`src/rtl/irda_if.sv`:
```
// Receiver-side signal bundle for the IrDA SIR receiver: enable and raw IR in,
// decoded byte with its completion strobes out.
`timescale 1ns/1ps
interface irda_if;
  logic       ena;
  logic       rxir;
  logic [7:0] data;
  logic       valid;
  logic       frame_err;
  logic       busy;

  modport master (
    input  ena,
    input  rxir,
    output data,
    output valid,
    output frame_err,
    output busy
  );

  modport slave (
    output ena,
    output rxir,
    input  data,
    input  valid,
    input  frame_err,
    input  busy
  );
endinterface

```
`src/rtl/irda_receiver.sv`:
```
// IrDA SIR receiver: any detector pulse inside a 16-tick bit window decodes as 0,
// a dark window as 1; start, eight data bits LSB first, then a dark stop window.
`timescale 1ns/1ps
module irda_receiver #(
  parameter int DIV = 27
) (
  input  logic   clk,
  input  logic   rst,
  irda_if.master bus
);

  localparam int PW = (DIV > 1) ? $clog2(DIV) : 1;

  typedef enum logic [1:0] {
    IDLE  = 2'd0,
    START = 2'd1,
    DATA  = 2'd2,
    STOP  = 2'd3
  } state_t;

  state_t          state, state_nxt;
  logic            rx_meta, rxs;
  logic [PW-1:0]   presc, presc_nxt;
  logic [3:0]      tick_cnt, tick_cnt_nxt;
  logic [2:0]      bit_cnt, bit_cnt_nxt;
  logic            pulse, pulse_nxt;
  logic [7:0]      shreg, shreg_nxt;
  logic [7:0]      data_q, data_nxt;
  logic            valid_q, valid_nxt;
  logic            ferr_q, ferr_nxt;
  logic            tick;
  logic            win_end;
  logic            seen;

  // Synchronizer runs regardless of ena; only the frame logic freezes.
  always_ff @(posedge clk) begin
    if (!rst) begin
      rx_meta <= 1'b0;
      rxs     <= 1'b0;
    end else begin
      rx_meta <= bus.rxir;
      rxs     <= rx_meta;
    end
  end

  always_ff @(posedge clk) begin
    if (!rst) begin
      state    <= IDLE;
      presc    <= '0;
      tick_cnt <= '0;
      bit_cnt  <= '0;
      pulse    <= 1'b0;
      shreg    <= '0;
      data_q   <= '0;
      valid_q  <= 1'b0;
      ferr_q   <= 1'b0;
    end else begin
      state    <= state_nxt;
      presc    <= presc_nxt;
      tick_cnt <= tick_cnt_nxt;
      bit_cnt  <= bit_cnt_nxt;
      pulse    <= pulse_nxt;
      shreg    <= shreg_nxt;
      data_q   <= data_nxt;
      valid_q  <= valid_nxt;
      ferr_q   <= ferr_nxt;
    end
  end

  assign tick    = (presc == PW'(DIV - 1));
  assign win_end = tick && (tick_cnt == 4'd15);
  // The window's last clock still counts, so the decision uses flag OR current rxs.
  assign seen    = pulse | rxs;

  always_comb begin
    state_nxt    = state;
    presc_nxt    = presc;
    tick_cnt_nxt = tick_cnt;
    bit_cnt_nxt  = bit_cnt;
    pulse_nxt    = pulse;
    shreg_nxt    = shreg;
    data_nxt     = data_q;
    valid_nxt    = 1'b0;
    ferr_nxt     = 1'b0;

    if (bus.ena) begin
      if (state == IDLE) begin
        presc_nxt    = '0;
        tick_cnt_nxt = '0;
        bit_cnt_nxt  = '0;
        pulse_nxt    = 1'b0;
        if (rxs) begin
          state_nxt = START;
          pulse_nxt = 1'b1;
        end
      end else begin
        presc_nxt = tick ? '0 : presc + PW'(1);
        if (tick) begin
          tick_cnt_nxt = tick_cnt + 4'd1;
        end
        pulse_nxt = seen;

        if (win_end) begin
          pulse_nxt = 1'b0;
          case (state)
            START: begin
              state_nxt   = DATA;
              bit_cnt_nxt = '0;
            end
            DATA: begin
              shreg_nxt   = {~seen, shreg[7:1]};
              bit_cnt_nxt = bit_cnt + 3'd1;
              if (bit_cnt == 3'd7) begin
                state_nxt = STOP;
              end
            end
            STOP: begin
              state_nxt = IDLE;
              if (!seen) begin
                data_nxt  = shreg;
                valid_nxt = 1'b1;
              end else begin
                ferr_nxt  = 1'b1;
              end
            end
            default: state_nxt = IDLE;
          endcase
        end
      end
    end
  end

  assign bus.data      = data_q;
  assign bus.valid     = valid_q;
  assign bus.frame_err = ferr_q;
  assign bus.busy      = (state != IDLE);

endmodule

```
`src/flat_wrapper.sv`:
```
// flat-port wrapper written by rule: the top's interface ports become plain ports
module irda_receiver_flat 
#(
  parameter int DIV = 27
)
  (clk, rst, bus_ena, bus_rxir, bus_data, bus_valid, bus_frame_err, bus_busy);
  irda_if bus_i ();
  input  logic clk;
  input  logic rst;
  input wire logic [$bits(bus_i.ena)-1:0] bus_ena;
  input wire logic [$bits(bus_i.rxir)-1:0] bus_rxir;
  output wire logic [$bits(bus_i.data)-1:0] bus_data;
  output wire logic [$bits(bus_i.valid)-1:0] bus_valid;
  output wire logic [$bits(bus_i.frame_err)-1:0] bus_frame_err;
  output wire logic [$bits(bus_i.busy)-1:0] bus_busy;
  assign bus_i.ena = bus_ena;
  assign bus_i.rxir = bus_rxir;
  assign bus_data = bus_i.data;
  assign bus_valid = bus_i.valid;
  assign bus_frame_err = bus_i.frame_err;
  assign bus_busy = bus_i.busy;
  irda_receiver #(.DIV(DIV)) u_core (.clk(clk), .rst(rst), .bus(bus_i));
endmodule
```
`config.mk`:
```
export PLATFORM = sky130hd
export DESIGN_NAME = irda_receiver_flat
export DESIGN_NICKNAME = d
export VERILOG_FILES = /design/src/rtl/irda_if.sv /design/src/rtl/irda_receiver.sv /design/src/flat_wrapper.sv
export SDC_FILE = /design/constraint.sdc
export NUM_CORES = 1
export LEC_CHECK = 0
export CAP_MARGIN = 20
export CORE_MARGIN = 2
export CORE_UTILIZATION = 41
export CTS_CLUSTER_DIAMETER = 80
export DETAILED_ROUTE_END_ITERATION = 8
export GPL_ROUTABILITY_DRIVEN = 0
export SYNTH_ARGS = -nofsm -noshare
export SYNTH_HDL_FRONTEND = slang
export SYNTH_SLANG_ARGS = --single-unit
```
`constraint.sdc`:
```
create_clock -name clk -period 2.7 [get_ports clk]
set_clock_uncertainty 0.05 [all_clocks]
set_input_delay 0.54 -clock clk [delete_from_list [all_inputs] [get_ports clk]]
set_output_delay 0.54 -clock clk [all_outputs]
set_load 0.1 [all_outputs]
```
==> impl_metrics.ini, run 1 <==
[run_status]
status = complete, no violations

[route]
drt_iter0_markers = 99
postRouteWirelength_mm = 2.759
drtPass1Iterations = 5
dr_total_vias = 1143
vias_per_cell = 5.172
drc_errors = 0
wl_per_cell_um = 12.48
antenna_left = 0

[final_layout]
num_antenna_cells = 0
area_growth_pct = 16.39
fillers = 348
stdcell_count = 221
multi_input_area_um2 = 777.0
fin_nets = 186
final_common_cell = dfxtp_1
final_cell_area_um2 = 1777
seq_area_um2 = 700.7
final_cell_mix = 35 x dfxtp_1, 23 x nand2_1, 19 x mux2i_1
drive_gt1_share_pct = 15.03
final_util_pct = 49.27

[global_route]
grt_pass1_wl_mm = 4.871
met2_usage_pct = 28.22
grt_util_all_layers_pct = 15.04
grt_util_met1_pct = 15.48
busiest_layer = met2
grt_pass1_vias = 1141
grt_overflow = 0
grt_max_degree = 27
grt_util_met3_pct = 5.903
antenna_found_initial = 0

[sta]
slew_violations = 0
fin_crit_sh_pct = 81.27
setup_viol = 0
rsz0062_at_grt = false
fmax_ghz = 0.4557
finalCriticalPeriod_ps = 2194
hold_viol = 0
worstMarginPinSlew_ps = 456.4
worst_slack_ps = 505.7
maxSlewHeadroom_pct = 69.57
final.setup.tns_ps = 0

[synth]
syn_nets = 169
syn_avg_cell_area_um2 = 9.848
synth_seq_area_share_pct = 45.90
ys_warn_count = 0
synthCells = 155
yosysUniqueCellTypes = 32
netlist_area_um2 = 1526
ys_ff_latch = 35

[cts]
cts.clk_slew.worst_paths_ps = 80
cts_buffer_depth = 2
cts_inserted_buffers = 5
cts_sinks = 35
hold_buffers = 0
cts-root-buf = clkbuf_8
post_cts_buffers = 0
post_cts_resized = 0
clock_latency_ps = 290
ctsHtreeMaxLevel = 2
tritoncts = done

[power_and_ir_drop]
vdd_drop_max_mv = 0.2898
power_density_nw_per_um2 = 530.5
leakage_uw = 0.0007931

[critical_path]
endpoint_kind = register
cp_max_fo = 9
path_delay_family = simple AND/OR/NAND/NOR gates
crit_path_max_incr_delay_ps = 510
start_kind = register
crit_buf_inv = 1
crit_slowest_cell = and3_1
required_ps = 2870
setup.worst_path.class = register to register
path_cells = inv_1, ha_1, nand2b_4, nor3_1, and3_1, mux2i_1
critPathArrivalTime_ps = 2370

[place]
place_ws_ps = 298.3
hpwlAfterDp_mm = 2.061
place_inst = 213
placed_cell_area_um2 = 1684
port_buffers = 14

[floorplanning]
initial_core_util_pct = 42.33
io_pins = 15
die_h_um = 65.02
design.die.area_um2 = 4227
core_area_um2 = 3606
num_rows = 22
die_w_um = 65.02

[worst_hold_path]
hold_path_class = register to register

[run]
max_cap_violations = 0
-- sequential cells by signal, indices dropped and copies added, names as in the netlist --
signal	count
u_core.tick_cnt	4
u_core.shreg	8
u_core.state	2
u_core.pulse	1
u_core.presc	5
u_core.bit_cnt	3
u_core.bus.frame_err	1
u_core.rxs	1
u_core.bus.data	8
u_core.bus.valid	1
u_core.rx_meta	1
-- layer usage --
| layer | vias to the layer above | part of all wire, % |
|---|---|---|
| met3 | 4 | 4.1 |
| li1 | 577 | - |
| met5 | - | 0 |
| met1 | 547 | 43 |
| met4 | 0 | 1.4 |
| met2 | 15 | 51 |
-- report_power, final --
group	switching (µW)	internal (µW)	total (µW)
Clock	198	184	382
Sequential	2.16	518	521
Combinational	26.4	13.4	39.8
Total	227	716	943
-- cells by family after synthesis --
family / after synthesis / share of synthesized area (%)
DFF: 35 / 45.90
xor gates and xnor gates: 3 / 1.722
adders and majority gates: 10 / 8.197
muxes: 19 / 12.46
and+or+nand+nor: 60 / 20.33
AOI/OAI and AO/OA: 17 / 8.197
buffers and inverters: 11 / 3.196
-- path summary, 6_finish.rpt --
check	endpoint	start	slack, ps	depth (start not counted)
min	u_core.rxs	u_core.rx_meta	380	1
max reg2reg	u_core.bus.data[3]	u_core.state[0]	510	6
min reg2reg	u_core.rxs	u_core.rx_meta	380	1
max	u_core.bus.data[3]	u_core.state[0]	510	6
-- worst register-to-register path, delay by kind of cell (launching register included) --
| family | cells | cell delay (ps) |
|---|---|---|
| flip-flops | 1 | 380 |
| buffers and inverters | 1 | 110 |
| adder cells (fa/ha/maj) | 1 | 320 |
| multiplexers | 1 | 240 |
| AND/OR/NAND/NOR | 3 | 1030 |
-- final cells by class --
cell class	instances	area share [%]
inverter	5	1.056
clock buffer	5	3.873
multi-input combinational	109	43.73
sequential	35	39.44
tap	48	3.380
timing repair buffer	16	7.183
clock inverter	3	1.338
-- Yosys cell counts (all sizes together) --
library cell | count | share of area [%]
a211oi | 1 | 0.49
a21boi | 1 | 0.49
a21o | 1 | 0.49
a21oi | 3 | 0.98
a22oi | 1 | 0.49
a311oi | 1 | 0.57
a31o | 1 | 0.57
a32o | 3 | 2.0
a41o | 1 | 0.66
and2 | 2 | 0.82
and3 | 1 | 0.41
and4b | 1 | 0.66
buf | 2 | 0.98
clkbuf | 4 | 0.98
dfxtp | 35 | 46
ha | 10 | 8.2
inv | 5 | 1.2
mux2i | 19 | 12
nand2 | 23 | 5.7
nand2b | 1 | 0.90
nand3 | 5 | 1.6
nand4 | 2 | 0.82
nand4b | 1 | 1.6
nor2 | 11 | 2.7
nor2b | 2 | 0.82
nor3 | 6 | 2.0
nor4 | 3 | 1.2
o21a | 1 | 0.49
o21ai | 3 | 0.98
or2 | 1 | 0.41
or4 | 1 | 0.74
xor2 | 3 | 1.7
-- through the flow --
step | power (µW) | hold WS [ps]
2_1_floorplan | 559.0 | 361.9
3_3_place_gp | 572.1 | 371.4
3_5_place_dp | 572.8 | 374.1
4_1_cts | 958.3 | 392.0
5_1_grt | 986.9 | 424.7
6_report | 942.5 | 384.4
Note: power is estimated with default switching activity, not from simulation.
==> run 2, diff against run 1 <==
==> constraint.sdc (replaced) <==
create_clock -name clk -period 2.1 [get_ports clk]
set_clock_uncertainty 0.05 [all_clocks]
set_input_delay 0.42 -clock clk [delete_from_list [all_inputs] [get_ports clk]]
set_output_delay 0.42 -clock clk [all_outputs]
set_load 0.1 [all_outputs]
==> run 2 against run 1 <==
Clock power up 39%. Worst setup slack worse by 400 ps. Worst hold slack gained 5.8 ps. Sequential cell count unchanged. Cell count up 2.3%. Combinational power increased by 45%. Highest routed layer unchanged.
==> impl_metrics.ini, run 2 (same netlist as run 1, synthesis figures left out) <==
[floorplanning]
num_rows = 22
design.die.area_um2 = 4227
die_h_um = 65.02
initial_core_util_pct = 42.33
core_area_um2 = 3606
die_w_um = 65.02
io_pins = 15

[sta]
final.setup.tns_ps = 0
worst_slack_ps = 103.9
fin_crit_sh_pct = 95.05
slew_violations = 0
worstMarginPinSlew_ps = 359.3
setup_viol = 0
rsz0062_at_grt = false
maxSlewHeadroom_pct = 75.79
fmax_ghz = 0.5010
hold_viol = 0
finalCriticalPeriod_ps = 1996

[route]
wl_per_cell_um = 12.81
dr_wl_met2_mm = 1.398
antenna_left = 0
drc_errors = 0
drt_iter0_markers = 91
vias_per_cell = 5.097
routed-wl-met3_um = 151
postRouteWirelength_mm = 2.895
dr_total_vias = 1152
drtPass1Iterations = 4
drt-met1-wl_mm = 1.290
top_layer_used = met4

[cts]
hold_buffers = 0
ctsHtreeMaxLevel = 2
cts_sinks = 35
tritoncts = done
cts_inserted_buffers = 5
post_cts_buffers = 0
clock_latency_ps = 290
cts-root-buf = clkbuf_8
post_cts_resized = 0
cts.clk_slew.worst_paths_ps = 70
cts_buffer_depth = 2

[final_layout]
multi_input_area_um2 = 782.0
final_common_cell = dfxtp_1
area_growth_pct = 21.31
seq_area_um2 = 700.7
stdcell_count = 226
drive_gt1_share_pct = 17.42
num_antenna_cells = 0
final_util_pct = 51.35
fillers = 348
final_cell_mix = 35 x dfxtp_1, 23 x nand2_1, 19 x mux2i_1
fin_nets = 191

[critical_path]
required_ps = 1630
start_kind = register
r2r_setup_slack_ps = 220
endpoint_kind = output pin
critPathArrivalTime_ps = 1530
setup.worst_path.class = register to output pin
cp_max_fo = 8

[place]
place_inst = 218
hpwlAfterDp_mm = 2.147
port_buffers = 14
place_ws_ps = -40.92

[power_and_ir_drop]
p_clk_share_pct = 42.2
vdd_drop_max_mv = 0.4361
power_density_nw_per_um2 = 679.5
switching_share_pct = 21.45
p_seq_share_pct = 53.2
leakage_uw = 0.0008329
intPower_uw = 988.4
power_uw = 1258
p_comb_share_pct = 4.6
switching_power_uw = 269.9

[run]
max_cap_violations = 0

[global_route]
grt_max_degree = 15
grt_util_all_layers_pct = 15.98
grt_overflow = 0
grt_pass1_vias = 1138
antenna_found_initial = 0
grt_pass1_wl_mm = 5.119

[worst_hold_path]
hold_path_class = register to register

[run_status]
status = complete, no violations
==> run 2: path summary, 6_finish.rpt <==
check / endpoint / cells past startpoint / startpoint
max: bus_busy / 5 / u_core.state[0]
min: u_core.rxs / 1 / u_core.rx_meta
max reg2reg: u_core.state[0] / 5 / u_core.state[0]
min reg2reg: u_core.rxs / 1 / u_core.rx_meta
==> run 2: cell type report <==
class                      count  area share (%)
clock buffer                   8           5.405
inverter                       5           1.014
multi-input combinational    109           42.23
sequential                    35           37.84
tap                           48           3.243
timing repair buffer          21           10.27
==> run 2: metrics by stage <==
| stage | instance area, µm² | hold slack, ps |
|---|---|---|
| after floorplan | 1526 | 361.9 |
| after global placement | 1747 | 374.7 |
| after CTS | 1847 | 397.0 |
| final | 1852 | 390.2 |
| after detailed placement | 1747 | 380.2 |
| after global routing | 1852 | 423.7 |
==> run 2: worst max-delay path: stages (launching register included) <==
cell,delay (ps)
dfxtp_1,370
inv_1,100
ha_1,240
buf_4,170
inv_1,150
buf_12,200
==> run 2: power groups by stage <==
stage	combinational (µW)	clock, µW	sequential [µW]
global placement	56.9	0	685
CTS	58.7	557	670
global route	64.5	577	670
detailed placement	58.3	0	685
finish	57.9	531	670
floorplan	34.8	0	684
==> run 2: layer usage <==
metal / vias to the layer above / GRT usage [%]
met5: - / 0
met4: 0 / 6.250
met3: 7 / 5.903
met2: 23 / 27.06
met1: 537 / 18.25
li1: 585 / -
==> run 3, diff against run 2 <==
--- a/config.mk
+++ b/config.mk
@@ -11,6 +11,7 @@
 export CTS_CLUSTER_DIAMETER = 80
 export DETAILED_ROUTE_END_ITERATION = 8
 export GPL_ROUTABILITY_DRIVEN = 0
+export HOLD_SLACK_MARGIN = 0.15
 export SYNTH_ARGS = -nofsm -noshare
 export SYNTH_HDL_FRONTEND = slang
 export SYNTH_SLANG_ARGS = --single-unit
==> results of run 3 <==
Final layout, timing and power as in run 2 (identical DEF).
